### src/rtl/lsu_issue_queue.sv
// In-order memory reservation station feeding the load-store unit.
// Captures missing operands from the CDB by ROB tag and issues only the oldest entry.
module lsu_issue_queue #(
   parameter int DEPTH    = 4,
   parameter int ADDR_LEN = 2,
   parameter int TAG_LEN  = 4
) (
   input  logic               clk_i,
   input  logic               reset_i,
   input  logic               flush_i,
   input  logic               dispatch_valid_i,
   output logic               dispatch_ready_o,
   input  logic [31:0]        dispatch_pc_i,
   input  logic [31:0]        dispatch_inst_i,
   input  logic [TAG_LEN-1:0] dispatch_rob_tag_i,
   input  logic               dispatch_rs1_ready_i,
   input  logic [31:0]        dispatch_rs1_value_i,
   input  logic [TAG_LEN-1:0] dispatch_rs1_tag_i,
   input  logic               dispatch_rs2_ready_i,
   input  logic [31:0]        dispatch_rs2_value_i,
   input  logic [TAG_LEN-1:0] dispatch_rs2_tag_i,
   input  logic               cdb_valid_i,
   input  logic [TAG_LEN-1:0] cdb_tag_i,
   input  logic [31:0]        cdb_value_i,
   input  logic               lsu_busy_i,
   output logic               lsu_request_o,
   output logic [31:0]        lsu_pc_o,
   output logic [31:0]        lsu_inst_o,
   output logic [31:0]        lsu_rs1_value_o,
   output logic [31:0]        lsu_rs2_value_o,
   output logic [TAG_LEN-1:0] lsu_rob_tag_o,
   output logic               full_o,
   output logic               empty_o
);

   localparam logic [6:0]          OP_LOAD  = 7'b0000011;
   localparam logic [ADDR_LEN:0]   FULL_CNT = (ADDR_LEN+1)'(DEPTH);

   logic               valid_q    [DEPTH];
   logic [31:0]        pc_q       [DEPTH];
   logic [31:0]        inst_q     [DEPTH];
   logic [TAG_LEN-1:0] rob_tag_q  [DEPTH];
   logic               rs1_rdy_q  [DEPTH];
   logic [31:0]        rs1_val_q  [DEPTH];
   logic [TAG_LEN-1:0] rs1_tag_q  [DEPTH];
   logic               rs2_rdy_q  [DEPTH];
   logic [31:0]        rs2_val_q  [DEPTH];
   logic [TAG_LEN-1:0] rs2_tag_q  [DEPTH];

   logic [ADDR_LEN-1:0] head_q, head_d, tail_q, tail_d;
   logic [ADDR_LEN:0]   count_q, count_d;
   logic                enq, issue, enq_is_load;
   logic                rs1_hit, rs2_hit, enq_rs1_rdy, enq_rs2_rdy;
   logic [31:0]         enq_rs1_val, enq_rs2_val;

   assign full_o           = (count_q == FULL_CNT);
   assign empty_o          = (count_q == '0);
   assign dispatch_ready_o = ~full_o;

   always_comb begin
      enq         = dispatch_valid_i & ~full_o;
      issue       = ~empty_o & rs1_rdy_q[head_q] & rs2_rdy_q[head_q] & ~lsu_busy_i;
      head_d      = head_q + ADDR_LEN'(issue);
      tail_d      = tail_q + ADDR_LEN'(enq);
      count_d     = count_q;
      if (enq && !issue)
         count_d = count_q + 1'b1;
      else if (issue && !enq)
         count_d = count_q - 1'b1;
      // The entry being written this edge also snoops the CDB; loads never wait on rs2.
      enq_is_load = (dispatch_inst_i[6:0] == OP_LOAD);
      rs1_hit     = cdb_valid_i & ~dispatch_rs1_ready_i & (dispatch_rs1_tag_i == cdb_tag_i);
      rs2_hit     = cdb_valid_i & ~dispatch_rs2_ready_i & ~enq_is_load &
                    (dispatch_rs2_tag_i == cdb_tag_i);
      enq_rs1_rdy = dispatch_rs1_ready_i | rs1_hit;
      enq_rs2_rdy = dispatch_rs2_ready_i | enq_is_load | rs2_hit;
      enq_rs1_val = rs1_hit ? cdb_value_i : dispatch_rs1_value_i;
      enq_rs2_val = rs2_hit ? cdb_value_i : dispatch_rs2_value_i;
   end

   always_ff @(posedge clk_i) begin
      if (reset_i) begin
         for (int i = 0; i < DEPTH; i++) valid_q[i] <= 1'b0;
         head_q          <= '0;
         tail_q          <= '0;
         count_q         <= '0;
         lsu_request_o   <= 1'b0;
         lsu_pc_o        <= '0;
         lsu_inst_o      <= '0;
         lsu_rs1_value_o <= '0;
         lsu_rs2_value_o <= '0;
         lsu_rob_tag_o   <= '0;
      end else if (flush_i) begin
         for (int i = 0; i < DEPTH; i++) valid_q[i] <= 1'b0;
         head_q        <= '0;
         tail_q        <= '0;
         count_q       <= '0;
         lsu_request_o <= 1'b0;
      end else begin
         head_q        <= head_d;
         tail_q        <= tail_d;
         count_q       <= count_d;
         lsu_request_o <= issue;
         if (issue) begin
            lsu_pc_o        <= pc_q[head_q];
            lsu_inst_o      <= inst_q[head_q];
            lsu_rs1_value_o <= rs1_val_q[head_q];
            lsu_rs2_value_o <= rs2_val_q[head_q];
            lsu_rob_tag_o   <= rob_tag_q[head_q];
            valid_q[head_q] <= 1'b0;
         end
         if (enq) valid_q[tail_q] <= 1'b1;
      end
   end

   // Entry payload carries no reset; validity alone decides what is live.
   always_ff @(posedge clk_i) begin
      if (cdb_valid_i) begin
         for (int i = 0; i < DEPTH; i++) begin
            if (valid_q[i] && !rs1_rdy_q[i] && rs1_tag_q[i] == cdb_tag_i) begin
               rs1_rdy_q[i] <= 1'b1;
               rs1_val_q[i] <= cdb_value_i;
            end
            if (valid_q[i] && !rs2_rdy_q[i] && rs2_tag_q[i] == cdb_tag_i) begin
               rs2_rdy_q[i] <= 1'b1;
               rs2_val_q[i] <= cdb_value_i;
            end
         end
      end
      if (enq) begin
         pc_q[tail_q]      <= dispatch_pc_i;
         inst_q[tail_q]    <= dispatch_inst_i;
         rob_tag_q[tail_q] <= dispatch_rob_tag_i;
         rs1_rdy_q[tail_q] <= enq_rs1_rdy;
         rs1_val_q[tail_q] <= enq_rs1_val;
         rs1_tag_q[tail_q] <= dispatch_rs1_tag_i;
         rs2_rdy_q[tail_q] <= enq_rs2_rdy;
         rs2_val_q[tail_q] <= enq_rs2_val;
         rs2_tag_q[tail_q] <= dispatch_rs2_tag_i;
      end
   end

endmodule

### config.mk
export PLATFORM = sky130hd
export DESIGN_NAME = lsu_issue_queue
export DESIGN_NICKNAME = d
export VERILOG_FILES = /design/src/rtl/lsu_issue_queue.sv
export SDC_FILE = /design/constraint.sdc
export NUM_CORES = 1
export LEC_CHECK = 0
export ABC_CLOCK_PERIOD_IN_PS = 10500
export CAP_MARGIN = 10
export CORE_UTILIZATION = 45
export DETAILED_ROUTE_END_ITERATION = 6
export MAX_ROUTING_LAYER = met4
export PLACE_DENSITY_LB_ADDON = 0.2
export SYNTH_ARGS = -nofsm -noshare
export SYNTH_HDL_FRONTEND = slang
export SYNTH_SLANG_ARGS = --single-unit
### constraint.sdc
create_clock -name clk_i -period 10.5 [get_ports clk_i]
set_clock_uncertainty 0.15 [all_clocks]
set_input_delay 2.625 -clock clk_i [delete_from_list [all_inputs] [get_ports clk_i]]
set_output_delay 2.625 -clock clk_i [all_outputs]
set_load 0.02 [all_outputs]
==> results.json <==
{
  "setup_tns_ns": 0,
  "drt_iter0_drc": 961,
  "status": "complete, but fails checks",
  "cts_max_level": 3,
  "track_usage": 0.217,
  "ir_worst_vdd_uv": 133,
  "cp-end-kind": "register",
  "clock_sinks": 712,
  "ys_async_sr_fraction": 0,
  "synth_edf_count": 560,
  "p_leak_nw": 12.7,
  "netlist_top_cells_count": "560 x edfxtp_1, 268 x nand2b_1, 256 x mux2_2",
  "initial_core_util": 0.457,
  "tightest_slew_ns": 1.03,
  "crit_fanout": 41,
  "slowest_delay_ns": 0.79,
  "antenna_left": 0,
  "synth_area_leaders": "edfxtp_1 56%, dfxtp_1 10%, mux4_2 9.8%",
  "detailed_place_hpwl_um": 42600,
  "rr_startpoint": "head_q[0]",
  "final_cell_count_no_fill": 3020,
  "coreArea_um2": 66100,
  "die_area_um2": 68200,
  "hold_buffers": 0,
  "dr.pass1.iters": 7,
  "grt-ovfl-total": 0,
  "worstHoldPathType": "reg2reg",
  "cp_num_buf_inv": 3,
  "grt_max_degree": 92,
  "synth_top_area_frac": 0.557,
  "synth_top_cell_by_area": "edfxtp_1",
  "clk_pin_slew_ns": 0.06,
  "crit_chain": "clkdlybuf4s50_1 > nand4b_1 > clkinv_2 > buf_4",
  "drv_cap": 0,
  "synth.most_common_cell": "edfxtp_1",
  "syn_nets": 1939,
  "ys_types": 43,
  "placed_cells": 2861,
  "worst_slew_margin_rel": 0.310,
  "postCtsSetupRepairBufs": 0,
  "vias": 16326,
  "yosysSeqAreaShare": 0.657,
  "clock_tree.root_cell": "clkbuf_16",
  "grt_pass1_wl_um": 106000,
  "worstSkewPairLatency_ns": 0.61,
  "critPathArrivalTime_ns": 5.22,
  "finalWirelength_um": 71800,
  "synth_seq_cells": 712,
  "drive_gt1_frac": 0.266,
  "grt_pass1_vias": 17231,
  "syn_to_final_growth_pct": 22.6,
  "clockBufferDepth": 3,
  "crit_required_ns": 10.59,
  "die_w_um": 261,
  "rsz0062_at_grt": "false",
  "cts_made_buffers": 77,
  "path_class": "in2reg",
  "wire_per_inst_um": 23.8,
  "fin_crit_sh": 0.489,
  "vias_per_cell": 5.41,
  "crit_start": "dispatch_valid_i",
  "hold_violations": 0,
  "syn_area_per_cell_um2": 17.3,
  "die_y_um": 261,
  "ys.flop_type": "edfxtp_1",
  "crit_family": "buffers and inverters",
  "synth_cells": 1751,
  "hold_start": "lsu_pc_o[29]",
  "drc": 18,
  "p_per_area_nw_per_um2": 171,
  "slowest_stage": "clkinv_2",
  "period_needed_ns": 5.13,
  "antenna_found_initial": 18,
  "utilization": 0.560,
  "ys_warn_count": 0,
  "synthesis.area_um2": 30200,
  "ios": 320,
  "globalplace.congestion": 0.788,
  "final_max_slew_viol_count": 0,
  "setup_viol": 0,
  "tritoncts": "yes",
  "failed_checks": "DRC",
  "port_buffers": 319,
  "cts_resized": 0,
  "fmax_mhz": 195,
  "rows": 94,
  "nets": 2264,
  "startpoint_type": "input port",
  "ff2ff_setup_slack_ns": 7.08
}
stage by stage:
stage | hold slack, ns | power (W) | area (um2) | setup slack [ns]
2_1_floorplan | 0.298 | 0.00352 | 30200 | 3.21
3_3_place_gp | 0.310 | 0.00373 | 34500 | 4.73
3_5_place_dp | 0.314 | 0.00375 | 34500 | 4.74
4_1_cts | 0.325 | 0.00642 | 37000 | 5.41
5_1_grt | 0.335 | 0.00655 | 37000 | 5.31
6_report | 0.321 | 0.00635 | 37000 | 5.37
cells by family (layout without fill, tap and decap cells):
| group | after synthesis | in the layout | synth area share |
|---|---|---|---|
| multiplexers | 521 | 521 | 0.238 |
| buffers and inverters | 121 | 509 | 0.0174 |
| adder cells (fa/ha/maj) | 4 | 4 | 0.00191 |
| other | 0 | 17 | 0 |
| XOR/XNOR | 38 | 38 | 0.0110 |
| AND/OR/NAND/NOR | 312 | 312 | 0.0632 |
| AO/OA/AOI/OAI | 43 | 43 | 0.0113 |
| flip-flops | 712 | 712 | 0.657 |
where the power goes:
group / switching, W / total, W / leakage [nW] / internal (W)
Sequential: 0.0000349 / 0.00318 / 6.37 / 0.00315
Clock: 0.00110 / 0.00267 / 1.24 / 0.00157
Combinational: 0.000242 / 0.000503 / 5.12 / 0.000261
Total: 0.00138 / 0.00635 / 12.7 / 0.00497
state kept, by name, indices dropped and copies added (netlist names), 32 cells and up:
| register | flops |
|---|---|
| lsu_inst_o | 32 |
| lsu_rs2_value_o | 32 |
| lsu_rs1_value_o | 32 |
| inst_q | 128 |
| lsu_pc_o | 32 |
| rs2_val_q | 128 |
| rs1_val_q | 128 |
| pc_q | 128 |
layout make-up:
class                      count  area (um2)
clock inverter                30         265
timing repair buffer         351        3430
multi-input combinational    918       10000
clock buffer                 112        2250
fill                        5200       29100
tap                          864        1080
antenna                       17        42.5
sequential                   712       19900
inverter                      16        65.1
worst register-to-register path: stages, from the launching register on:
cell      delay [ns]
dfxtp_4         0.75
nand3b_1        0.22
a21o_1          0.17
a311o_2         0.20
buf_4           0.74
buf_4           0.82
mux2i_1         0.28
routing by layer:
layer  GRT usage  vias up  share of wire
li1            -     7426              -
met5           -        -              0
met1       0.261     8371           0.40
met4      0.0727        0          0.028
met2       0.360      421           0.51
met3      0.0497      108          0.062
placed cells by master, fill, tap and decap left out, types with 18 or more instances in the layout:
cell,Yosys,routed
buf_4,1,32
mux2i_1,133,133
clkbuf_16,0,79
dfxtp_1,152,150
nand2b_1,268,268
edfxtp_1,560,560
mux2_2,256,256
clkdlybuf4s50_1,0,318
xnor2_1,28,28
mux4_2,132,132
clkbuf_1,45,18
path summary, 6_finish.rpt:
| check | end | cells after the start |
|---|---|---|
| worst max-delay path | pc_q[2][29] | 4 |
| worst min-delay path | lsu_pc_o[29] | 2 |
| worst max register to register | lsu_pc_o[26] | 6 |
| worst min register to register | lsu_pc_o[29] | 2 |
Note: power is estimated with default switching activity, not from simulation.
